<file path="config.mk">
export PLATFORM = sky130hd
export DESIGN_NAME = impulse_sequencer
export DESIGN_NICKNAME = d
export VERILOG_FILES = /design/src/rtl/impulse_sequencer.sv
export SDC_FILE = /design/constraint.sdc
export NUM_CORES = 1
export LEC_CHECK = 0
export ABC_CLOCK_PERIOD_IN_PS = 17700
export CORE_UTILIZATION = 58
export CTS_BUF_LIST = sky130_fd_sc_hd__clkbuf_2 sky130_fd_sc_hd__clkbuf_4 sky130_fd_sc_hd__clkbuf_8
export CTS_CLUSTER_SIZE = 14
export DETAILED_ROUTE_END_ITERATION = 10
export HOLD_SLACK_MARGIN = 0.1
export PLACE_DENSITY = 0.89
export SETUP_SLACK_MARGIN = 0.15
export SLEW_MARGIN = 15
export SYNTH_ARGS = -nofsm -noshare
export SYNTH_HDL_FRONTEND = slang
export SYNTH_SLANG_ARGS = --single-unit
</file>
<file path="constraint.sdc">
create_clock -name CLK -period 17.7 [get_ports CLK]
set_clock_uncertainty 0.1 [all_clocks]
set_input_delay 1.77 -clock CLK [delete_from_list [all_inputs] [get_ports CLK]]
set_output_delay 1.77 -clock CLK [all_outputs]
set_load 0.005 [all_outputs]
</file>
<file path="src/rtl/impulse_sequencer.sv">
// rtl/impulse_sequencer.sv - impulse timing generator (phase-restart strobe, gate, indices) for the DDS core
`timescale 1ns/1ps

module impulse_sequencer (
  input  logic         CLK,
  input  logic         RESET,
  input  logic         SIGN_START_GEN,
  input  logic [9:0]   T_IMPULSE,
  input  logic [5:0]   NUM_OF_IMP,
  input  logic         VOBULATION,
  input  logic [415:0] T_PERIODS,
  output logic         IMP_START,
  output logic         IMP_GATE,
  output logic [5:0]   IMP_INDEX,
  output logic [4:0]   PERIOD_INDEX,
  output logic         BUSY,
  output logic         DONE
);

  localparam logic [0:0] ST_IDLE = 1'b0;
  localparam logic [0:0] ST_RUN  = 1'b1;

  logic [0:0]  state;
  logic        start_d;
  logic        start_evt;

  logic [9:0]  t_imp_s;
  logic [5:0]  num_s;
  logic        vob_s;
  logic [12:0] period_tab [32];

  logic [12:0] cnt;
  logic [12:0] cnt_inc;
  logic [12:0] ti;
  logic [12:0] entry;
  logic [12:0] period;
  logic        last_cnt;
  logic        last_imp;
  logic [5:0]  next_idx;

  assign start_evt = SIGN_START_GEN & ~start_d;

  // start_d resets high so a level held through reset is not taken as an edge
  always_ff @(posedge CLK or negedge RESET) begin
    if (!RESET) begin
      start_d <= 1'b1;
    end else begin
      start_d <= SIGN_START_GEN;
    end
  end

  always_ff @(posedge CLK or negedge RESET) begin
    if (!RESET) begin
      t_imp_s <= '0;
      num_s   <= '0;
      vob_s   <= 1'b0;
      for (int j = 0; j < 32; j++) begin
        period_tab[j] <= '0;
      end
    end else if (state == ST_IDLE && start_evt) begin
      t_imp_s <= T_IMPULSE;
      num_s   <= NUM_OF_IMP;
      vob_s   <= VOBULATION;
      for (int j = 0; j < 32; j++) begin
        period_tab[j] <= T_PERIODS[13*j +: 13];
      end
    end
  end

  // Period is stretched to Ti+1 when needed so the gate always drops between impulses
  always_comb begin
    ti       = (t_imp_s == 10'd0) ? 13'd1 : {3'b000, t_imp_s};
    entry    = period_tab[PERIOD_INDEX];
    period   = (entry > ti) ? entry : ti + 13'd1;
    cnt_inc  = cnt + 13'd1;
    last_cnt = (cnt == period - 13'd1);
    last_imp = (IMP_INDEX == num_s - 6'd1);
    next_idx = IMP_INDEX + 6'd1;
  end

  always_ff @(posedge CLK or negedge RESET) begin
    if (!RESET) begin
      state        <= ST_IDLE;
      cnt          <= '0;
      IMP_START    <= 1'b0;
      IMP_GATE     <= 1'b0;
      IMP_INDEX    <= '0;
      PERIOD_INDEX <= '0;
      BUSY         <= 1'b0;
      DONE         <= 1'b0;
    end else begin
      IMP_START <= 1'b0;
      DONE      <= 1'b0;
      case (state)
        ST_IDLE: begin
          if (start_evt) begin
            if (NUM_OF_IMP == 6'd0) begin
              DONE <= 1'b1;
            end else begin
              state        <= ST_RUN;
              BUSY         <= 1'b1;
              IMP_START    <= 1'b1;
              IMP_GATE     <= 1'b1;
              IMP_INDEX    <= '0;
              PERIOD_INDEX <= '0;
              cnt          <= '0;
            end
          end
        end
        ST_RUN: begin
          if (last_cnt) begin
            cnt <= '0;
            if (last_imp) begin
              state    <= ST_IDLE;
              BUSY     <= 1'b0;
              DONE     <= 1'b1;
              IMP_GATE <= 1'b0;
            end else begin
              IMP_INDEX    <= next_idx;
              PERIOD_INDEX <= vob_s ? next_idx[4:0] : 5'd0;
              IMP_START    <= 1'b1;
              IMP_GATE     <= 1'b1;
            end
          end else begin
            cnt      <= cnt_inc;
            IMP_GATE <= (cnt_inc < ti);
          end
        end
        default: begin
          state <= ST_IDLE;
          BUSY  <= 1'b0;
        end
      endcase
    end
  end

endmodule

</file>
# Yosys cells after proc, flatten, opt, wreduce, memory -nomap -nowiden

Cells that the tools add are included.

Muxes and demuxes: 39
Bitwise logic cells: 4
Magnitude comparators: 3
Reductions and logical operators: 6
Add/subtract/negate cells: 5
Equality and inequality tests: 7

Operators with widths:

| cell                                                                 | count |
|---|---|
| 13-bit two-way mux                                                   | 6 |
| 13-bit binary-select mux with 5-bit select                           | 1 |
| 13-bit case mux with 2 select lines                                  | 1 |
| 5-bit two-way mux                                                    | 5 |
| 6-bit two-way mux                                                    | 4 |
| 1-bit two-way mux                                                    | 14 |
| 13-bit by 1-bit adder with 13-bit output, second input constant      | 1 |
| 13-bit == test                                                       | 1 |
| 13-bit by 10-bit greater-than comparator with 1-bit output           | 1 |
| 13-bit by 10-bit less-than comparator with 1-bit output              | 1 |
| 13-bit by 1-bit subtractor with 13-bit output, second input constant | 1 |
| 6-bit case mux with 2 select lines                                   | 1 |
| 10-bit by 1-bit adder with 11-bit output, second input constant      | 1 |
| 10-bit logical NOT                                                   | 1 |
| 10-bit two-way mux                                                   | 1 |
| 1-bit case mux with 2 select lines                                   | 5 |
| 5-bit case mux with 2 select lines                                   | 1 |
| 4-bit AND reduction                                                  | 2 |
| 6-bit by 1-bit adder with 6-bit output, second input constant        | 1 |
| 6-bit == test                                                        | 1 |
| 6-bit >= comparator, second input constant                           | 1 |
| 6-bit logical NOT                                                    | 1 |
| 2-bit != test, second input constant                                 | 3 |
| 5-bit inverter with 6-bit output                                     | 1 |
| 6 further kinds                                                      | 8 |

Flip-flop bits (word level): 463
Output and inout port bits: 15
Input bits: 436

# Longest topological paths before layout

Gate-level depths: netlist (run 1).

Word-level depth: 10
Depth in mapped cells: 35
Gate-level depth less buffers: 26

# Worst setup path after synthesis (run 1)

No wires, ideal clock.

Path kind: register to register
From: register PERIOD_INDEX[0]
To: register cnt[2]
Period minus slack after synthesis: 7.394 ns
Buffers on the path: 4
Arrival time: 7.168 ns
Cell stages (with the launch flop): 30
Path slack: 10.306 ns
Library setup time: 0.126 ns
Cell sequence: dfrtp_1 -> buf_2 -> clkbuf_1 -> buf_2 -> mux4_2 -> mux4_2 -> mux2i_1 -> inv_1 -> ha_1 -> o21a_1 -> o21ai_0 -> a211o_1 -> nand4b_1 -> a211oi_2 -> nor4_1 -> nor2_1 -> buf_2 -> nor2_1 -> a21oi_1 -> ha_1 -> xor2_1 -> nor2_1 -> nand2_1 -> mux2i_1 -> or4_1 -> nor4_1 -> nand4_1 -> nor4_4 -> nor2_1 -> a221o_1

Longest elaborated chain between the ends: 10

RTL lines:

| what                                                       | RTL line | source |
|---|---|---|
| from (decl)                                                | 15       | `output logic [4:0] PERIOD_INDEX,` |
| from (signal assigned)                                     | 120      | `PERIOD_INDEX <= vob_s ? next_idx[4:0] : 5'd0;` |
| 5-bit inverter with 6-bit output (implied by the code) (*) | 73       | `entry = period_tab[PERIOD_INDEX];` |
| 13-bit binary-select mux with 5-bit select (*)             | 73       |  |
| 13-bit two-way mux (implied by the code) (*) (2 in a row)  | 73       |  |
| 13-bit by 10-bit greater-than comparator with 1-bit output | 74       | `period = (entry > ti) ? entry : ti + 13'd1;` |
| 13-bit two-way mux (*)                                     | 74       |  |
| 13-bit by 1-bit subtractor with 13-bit output (*)          | 76       | `last_cnt = (cnt == period - 13'd1);` |
| 13-bit == test (*)                                         | 76       |  |
| 13-bit two-way mux (*)                                     | 111      | `if (last_cnt) begin` |
| 13-bit case mux with 2 select lines (*)                    | 94       | `case (state)` |
| to (signal assigned)                                       | 125      | `cnt <= cnt_inc;` |
| to (decl)                                                  | 32       | `logic [12:0] cnt;` |

Every way passes the cells marked *; elsewhere a longest branch is shown, timed or not. The select of a mux whose other input is x is not followed.
A chain may end at the register's enable or synchronous reset.

# Worst setup path after layout (run 1)

From: register PERIOD_INDEX[1]
To: register PERIOD_INDEX[0]

Longest elaborated chain between the ends: 10

RTL lines:

| what                                                          | RTL line |
|---|---|
| 5-bit inverter with 6-bit output (implied by the code) (*)    | 73 |
| 13-bit binary-select mux with 5-bit select (*)                | 73 |
| 13-bit two-way mux (implied by the code) (*) (2 in a row)     | 73 |
| 13-bit by 10-bit greater-than comparator with 1-bit output    | 74 |
| 13-bit two-way mux (*)                                        | 74 |
| 13-bit by 1-bit subtractor with 13-bit output (*)             | 76 |
| 13-bit == test (*)                                            | 76 |
| 2-bit by 1-bit != test with 1-bit output (no source line) (*) | -- |
| 4-bit AND reduction (no source line) (*)                      | -- |

Marks and branches as above.

==> metrics.txt, run 1 <==
number of H-tree levels=3; HP Start=period_tab[13]; setup total negative slack=0 ns; largest net degree at the start of global routing=between 200 and 300; Worst Setup SP=PERIOD_INDEX[1]; syn nets=2971; Max Clk Rate=around 100 MHz; Initial Util=0.590; CP most frequent cell=buf_4; WL final=76200 µm; core area=slightly below 0.04 mm²; synth warn=0; hold_buf cts=0; drt pass-1 iters=7; main flop type after synthesis=dfrtp_1; DRC=0; number of synthesized flops with an enable pin=0; Max Cap Viol=0; Total GRT Usage=0.384; grt ovf=0; Port Buffers=between 400 and 500; syn_area_per_cell=9.09 µm²; post-synth top area share=0.506; status=completed; worst skew pair latency=~0.67 ns; Pleak=around 15 nW; synthesized cell area=~0.023 mm²; Die ar.=between 0.04 and 0.05 mm²; Max stage delay cell, worst path=nor2_1; unrepaired setup endpoints after global routing=false; CTS tree=done; wire per inst=approximately 22 µm; Reg clk slew, reported paths=~0.06 ns; area leader, netlist=dfrtp_1; PD cells=74.0 mW/mm²; synthesized instance count=around 2500; CTS resizes=0; Die Y-Extent=around 200 µm; sequential area share after synthesis=0.507; CTS max path bufs=3; Vias=slightly above 20000; area delta synth->final=27.5%; vias in the first global route=~21000; Setup Fix Bufs, Post-CTS=0; Yosys cell types=just over 70; Hold Vio Cnt, Final=0; worst hold path type=flop to flop; Slew headroom=0.180; Synth async-reset ratio=1.00; Die X=roughly 200 µm; Setup-failing EPs final=0; initial antenna violation count=6; # IOs=around 450; Placer Congestion=0.940; FF+latch count, synth=around 460; WP data arrival=10.26 ns; hold slack=roughly 0.37 ns; Total Nets Final=about 3400; worst r2r src=PERIOD_INDEX[1]; Worst Tran Pin Value=1.23 ns; WS Path Type=flop to flop; Critical Path End Type=flop; first-pass GRT wire length=around 120000 µm; worst IR drop on VDD=0.0000670 V; CTS Buf Count=between 70 and 80; num rows=between 70 and 80; ANT nets after route=0; crit path time final=between 9 and 10 ns; WP data required=roughly 18 ns; top cells by area, synth=dfrtp_1, nand2_1, mux4_2; peak fanout along the critical path=slightly below 50; layout cells sized above 1=0.0935; DP HPWL=approximately 55000 µm; Iter 0 DRT Violations=about 2100; Tcrit/Tclk final=0.553; Via-to-Cell Ratio=between 5 and 6; Clock Sinks=about 460; Critical Path Source Type=flop; Max Slew Vio Count=0; clock tree root driver cell=clkbuf_8; CP peak stage delay=approximately 0.75 ns
[cell usage after synthesis, drive strengths merged, types with 4 or more instances]
| cell type | instances |
|---|---|
| a21oi | 26 |
| mux4 | 102 |
| mux2i | 48 |
| buf | 46 |
| mux2 | 7 |
| o22ai | 5 |
| dfrtp | 462 |
| xnor2 | 22 |
| xor2 | 12 |
| ha | 19 |
| clkbuf | 108 |
| nand2 | 1333 |
| a22oi | 16 |
| nor2b | 16 |
| nand3 | 32 |
| and3 | 16 |
| or4 | 4 |
| and2 | 7 |
| a21o | 8 |
| nor3 | 17 |
| nand2b | 20 |
| nor4 | 7 |
| nand4 | 9 |
| o211ai | 4 |
| o21ai | 22 |
| a32o | 5 |
| a211oi | 10 |
| a211o | 4 |
| inv | 25 |
| nor2 | 39 |
| a31oi | 7 |
| and4 | 5 |
| a22o | 8 |
[sequential cells by signal, indices dropped and copies added (netlist names)]
| name | flops |
|---|---|
| vob_s | 1 |
| BUSY | 1 |
| period_tab | 416 |
| PERIOD_INDEX | 5 |
| t_imp_s | 10 |
| IMP_INDEX | 6 |
| start_d | 1 |
| state | 1 |
| IMP_GATE | 1 |
| IMP_START | 1 |
| cnt | 13 |
| DONE | 1 |
| num_s | 6 |
[worst max-delay path, delay by kind of cell, from the launching register on]
family          cells  cell delay [ns]
compound gates      6             1.36
xor+xnor            1             0.27
fa+ha+maj           2             0.69
buf+inv             4             1.82
flops               1             0.68
mux                 4             1.53
simple gates       11             3.11
[power by group]
| group | internal [W] | switching (W) |
|---|---|---|
| Combinational | 0.0000858 | 0.0000438 |
| Clock | 0.000527 | 0.000441 |
| Sequential | 0.00106 | 0.0000000360 |
| Total | 0.00167 | 0.000484 |
[layout by cell type (no fill, tap or decap), types with 21 or more instances in the layout]
cell type	netlist	layout
inv_1	25	25
mux4_2	102	102
mux2i_1	48	48
dfrtp_1	462	459
clkbuf_8	0	95
nor2_1	39	39
o21ai_0	21	21
a21oi_1	25	25
xnor2_1	22	22
clkdlybuf4s50_1	0	449
nand2_1	1333	1333
nand3_1	32	31
[metal layers]
| metal | vias up | GRT usage | wire length [µm] |
|---|---|---|---|
| met3 | 255 | 0.0782 | 6950 |
| met1 | 10030 | 0.501 | 28900 |
| met5 | - | 0 | 20 |
| li1 | 9013 | - | - |
| met2 | 1212 | 0.608 | 36000 |
| met4 | 4 | 0.213 | 4270 |
[metrics by stage]
stage / power (W) / worst slack (ns) / instances / utilization / instance area (µm²)
final: 0.00216 / 7.92 / 3480 / 0.752 / 29100
after global routing: 0.00221 / 7.42 / 3480 / 0.752 / 29100
after CTS: 0.00216 / 8.07 / 3478 / 0.752 / 29100
after detailed placement: 0.00121 / 8.13 / 3349 / 0.711 / 27600
after global placement: 0.00121 / 8.41 / 3349 / 0.711 / 27600
after floorplan: 0.00108 / 10.31 / 2516 / - / 22900
[path summary, 6_finish.rpt]
kind / cells past startpoint / slack, ns / end
worst max register to register: 28 / 7.92 / PERIOD_INDEX[0]
worst max-delay path: 28 / 7.92 / PERIOD_INDEX[0]
worst min register to register: 2 / 0.37 / period_tab[13]
max in group asynchronous: 3 / 14.27 / period_tab[262]
min in group asynchronous: 1 / 1.03 / period_tab[285]
worst min-delay path: 2 / 0.37 / period_tab[13]
[logic make-up (layout without fill, tap and decap cells)]
kind of cell	count (synthesis)	in the layout	synth area share
adder cells (fa/ha/maj)	20	20	0.0108
buffers and inverters	179	624	0.0329
XOR/XNOR	35	35	0.0140
AO/OA/AOI/OAI	143	143	0.0455
multiplexers	157	157	0.125
AND/OR/NAND/NOR	1519	1519	0.265
other	0	1	0
flip-flops	463	463	0.507
[final cells by class]
cell class	instances	area [µm²]
antenna	1	2.50
multi-input combinational	1874	10500
tap	518	648
fill	2555	9590
timing repair buffer	470	4700
sequential	463	11600
clock buffer	115	1460
clock inverter	14	100
inverter	25	93.8
Power figures use the tool's default switching activity.
==> inputs of run 2 (changes only) <==
Settings changed: ABC_CLOCK_PERIOD_IN_PS 17700 to 8750, CORE_UTILIZATION 58 to 49, PLACE_DENSITY 0.89 to 0.8.
Clock period 17.7 ns to 8.75 ns, I/O delays scaled along.
==> metrics.txt, run 2 (synthesis gave the netlist of run 1 again) <==
worst IR drop on VDD=0.000137 V; CP peak stage delay=between 0.7 and 0.8 ns; R2R cell count=27; WL final=78400 µm; Placer Congestion=around 0.9; DP HPWL=about 58000 µm; CP most frequent cell=nor2_1; CTS tree=done; largest net degree at the start of global routing=213; core area=between 0.04 and 0.05 mm²; Total GRT Usage=0.332; CP top delay family=simple AND/OR/NAND/NOR gates; CTS Buf Count=77; Die Y-Extent=approximately 220 µm; crit path time final=7.97 ns; drt pass-1 iters=6; filler cell count=about 3700; max reg flops=416; Iter 0 DRT Violations=2313; buffers and inverters on the worst path=3; Critical Path Source Type=flop; vias in the first global route=approximately 20000; WS Path Type=flop to flop; clock tree root driver cell=clkbuf_8; WP data required=9.19 ns; worst reg-to-reg setup slack=0.78 ns; # IOs=451; Setup-failing EPs final=0; Total Nets Final=~3400; worst hold path type=input pin to async pin; number of H-tree levels=3; worst r2r src=PERIOD_INDEX[0]; grt ovf=0; Pleak=between 10 and 15 nW; initial antenna violation count=0; Die ar.=about 0.048 mm²; unrepaired setup endpoints after global routing=false; hold_buf cts=0; Clock Sinks=roughly 460; leading registers by flop count=period_tab: 416 flops, cnt: 13 flops, t_imp_s: 10 flops; Critical Path End Type=flop; Slew headroom=0.279; Max Clk Rate=125 MHz; status=completed; wire per inst=21.9 µm; CTS max path bufs=3; FF+latch area=about 0.012 mm²; setup total negative slack=0 ns; WP data arrival=8.42 ns; Port Buffers=450; layout cells sized above 1=0.0984; PD cells=150 mW/mm²; multi-input logic area=between 0.01 and 0.015 mm²; Reg clk slew, reported paths=roughly 0.07 ns; Layout Utilization=0.645; worst r2r dst=cnt[12]; Via-to-Cell Ratio=about 5.7; worst skew pair latency=0.68 ns; num rows=a little under 80; most frequent cells in the layout=nand2_1, dfrtp_1, clkdlybuf4s50_1; Max Slew Vio Count=0; Initial Util=0.501; first-pass GRT wire length=roughly 120000 µm; most common cell after layout, fill and taps aside=nand2_1; peak fanout along the critical path=18; Vias=20289; Top reg by flops=period_tab; Hold Vio Cnt, Final=0; ANT nets after route=0; Tcrit/Tclk final=0.911; DRC=0; Max Cap Viol=0; Worst Tran Pin Value=between 1 and 1.5 ns; Die X=around 220 µm; area delta synth->final=28.9%; Max stage delay cell, worst path=dfrtp_4
run 2: cell types whose count changed in the layout (fill, tap and decap cells not counted), moves of 2 or more:
cell      before  now
buf_4         16   26
buf_12         3    9
clkbuf_4      20   26
clkinv_2       8    3
clkbuf_8      95   93
diode_2        1    3
inv_12         0    2
inv_8          1    3
run 2: how the worst max path moves through the flow:
stage	start	end	slack, ns	cells past startpoint
after global routing	PERIOD_INDEX[0]	cnt[12]	0.15	27
final	PERIOD_INDEX[0]	cnt[12]	0.78	27
after floorplan	PERIOD_INDEX[0]	cnt[2]	1.36	29
after global placement	PERIOD_INDEX[0]	cnt[12]	0.90	25
after CTS	PERIOD_INDEX[0]	cnt[12]	0.61	25
after detailed placement	PERIOD_INDEX[0]	cnt[12]	0.64	25
run 2: final cells by class:
cell class / instances / area share
flip-flops and latches: 463 / 0.393
multi-input cells: 1874 / 0.358
repair buffers: 485 / 0.166
clock buffers: 119 / 0.0500
well taps: 600 / 0.0255
clock inverters: 11 / 0.00433
inverters: 25 / 0.00318
diodes: 3 / 0.000255
run 2: metal layers:
layer	track usage	up-vias	wire, µm
li1	-	9060	-
met1	0.463	10104	33200
met2	0.521	960	36900
met3	0.0544	165	5400
met4	0.128	0	2950
met5	0	-	0
run 2: power by group:
part | leakage [nW] | switching (W) | internal [W]
Sequential | 6.37 | 0.0000000564 | 0.00214
Clock | 0.852 | 0.000902 | 0.00111
Combinational | 7.49 | 0.0000866 | 0.000173
Total | 14.7 | 0.000988 | 0.00343
run 2: timing repair:
action,in CTS,in global routing
hold endpoints to repair,0,0
resized for setup,0,0
setup endpoints to repair,0,18
buffers inserted,0,2
run 2: metrics by stage:
| stage | setup WS, ns | total power [W] | cells | hold WS [ns] | area [µm²] |
|---|---|---|---|---|---|
| finish | 0.775 | 0.00441 | 3580 | 0.129 | 29500 |
| CTS | 0.609 | 0.00444 | 3575 | 0.133 | 29400 |
| floorplan | 1.36 | 0.00218 | 2516 | 0.340 | 22900 |
| detailed placement | 0.645 | 0.00244 | 3445 | 0.359 | 27800 |
| global route | 0.155 | 0.00455 | 3577 | 0.164 | 29500 |
| global placement | 0.896 | 0.00244 | 3445 | 0.353 | 27800 |
run 2: worst register-to-register path: stages (launching register included):
cell and delay [ns]:
dfrtp_4 0.71, buf_12 0.26, mux4_2 0.54, mux4_2 0.52, mux2i_1 0.17, buf_4 0.18
inv_1 0.05, ha_1 0.32, o21a_1 0.11, o21ai_0 0.21, a211o_1 0.15, nand4b_1 0.14
a211oi_2 0.46, nor4_1 0.16, nor2_1 0.46, nand3_1 0.16, o21ai_0 0.11, ha_1 0.31
xor2_1 0.27, nor2_1 0.07, nand2_1 0.09, mux2i_1 0.08, or4_1 0.57, nor4_1 0.33
nand4_1 0.19, nor4_4 0.53, nor2_1 0.24, a221o_1 0.37
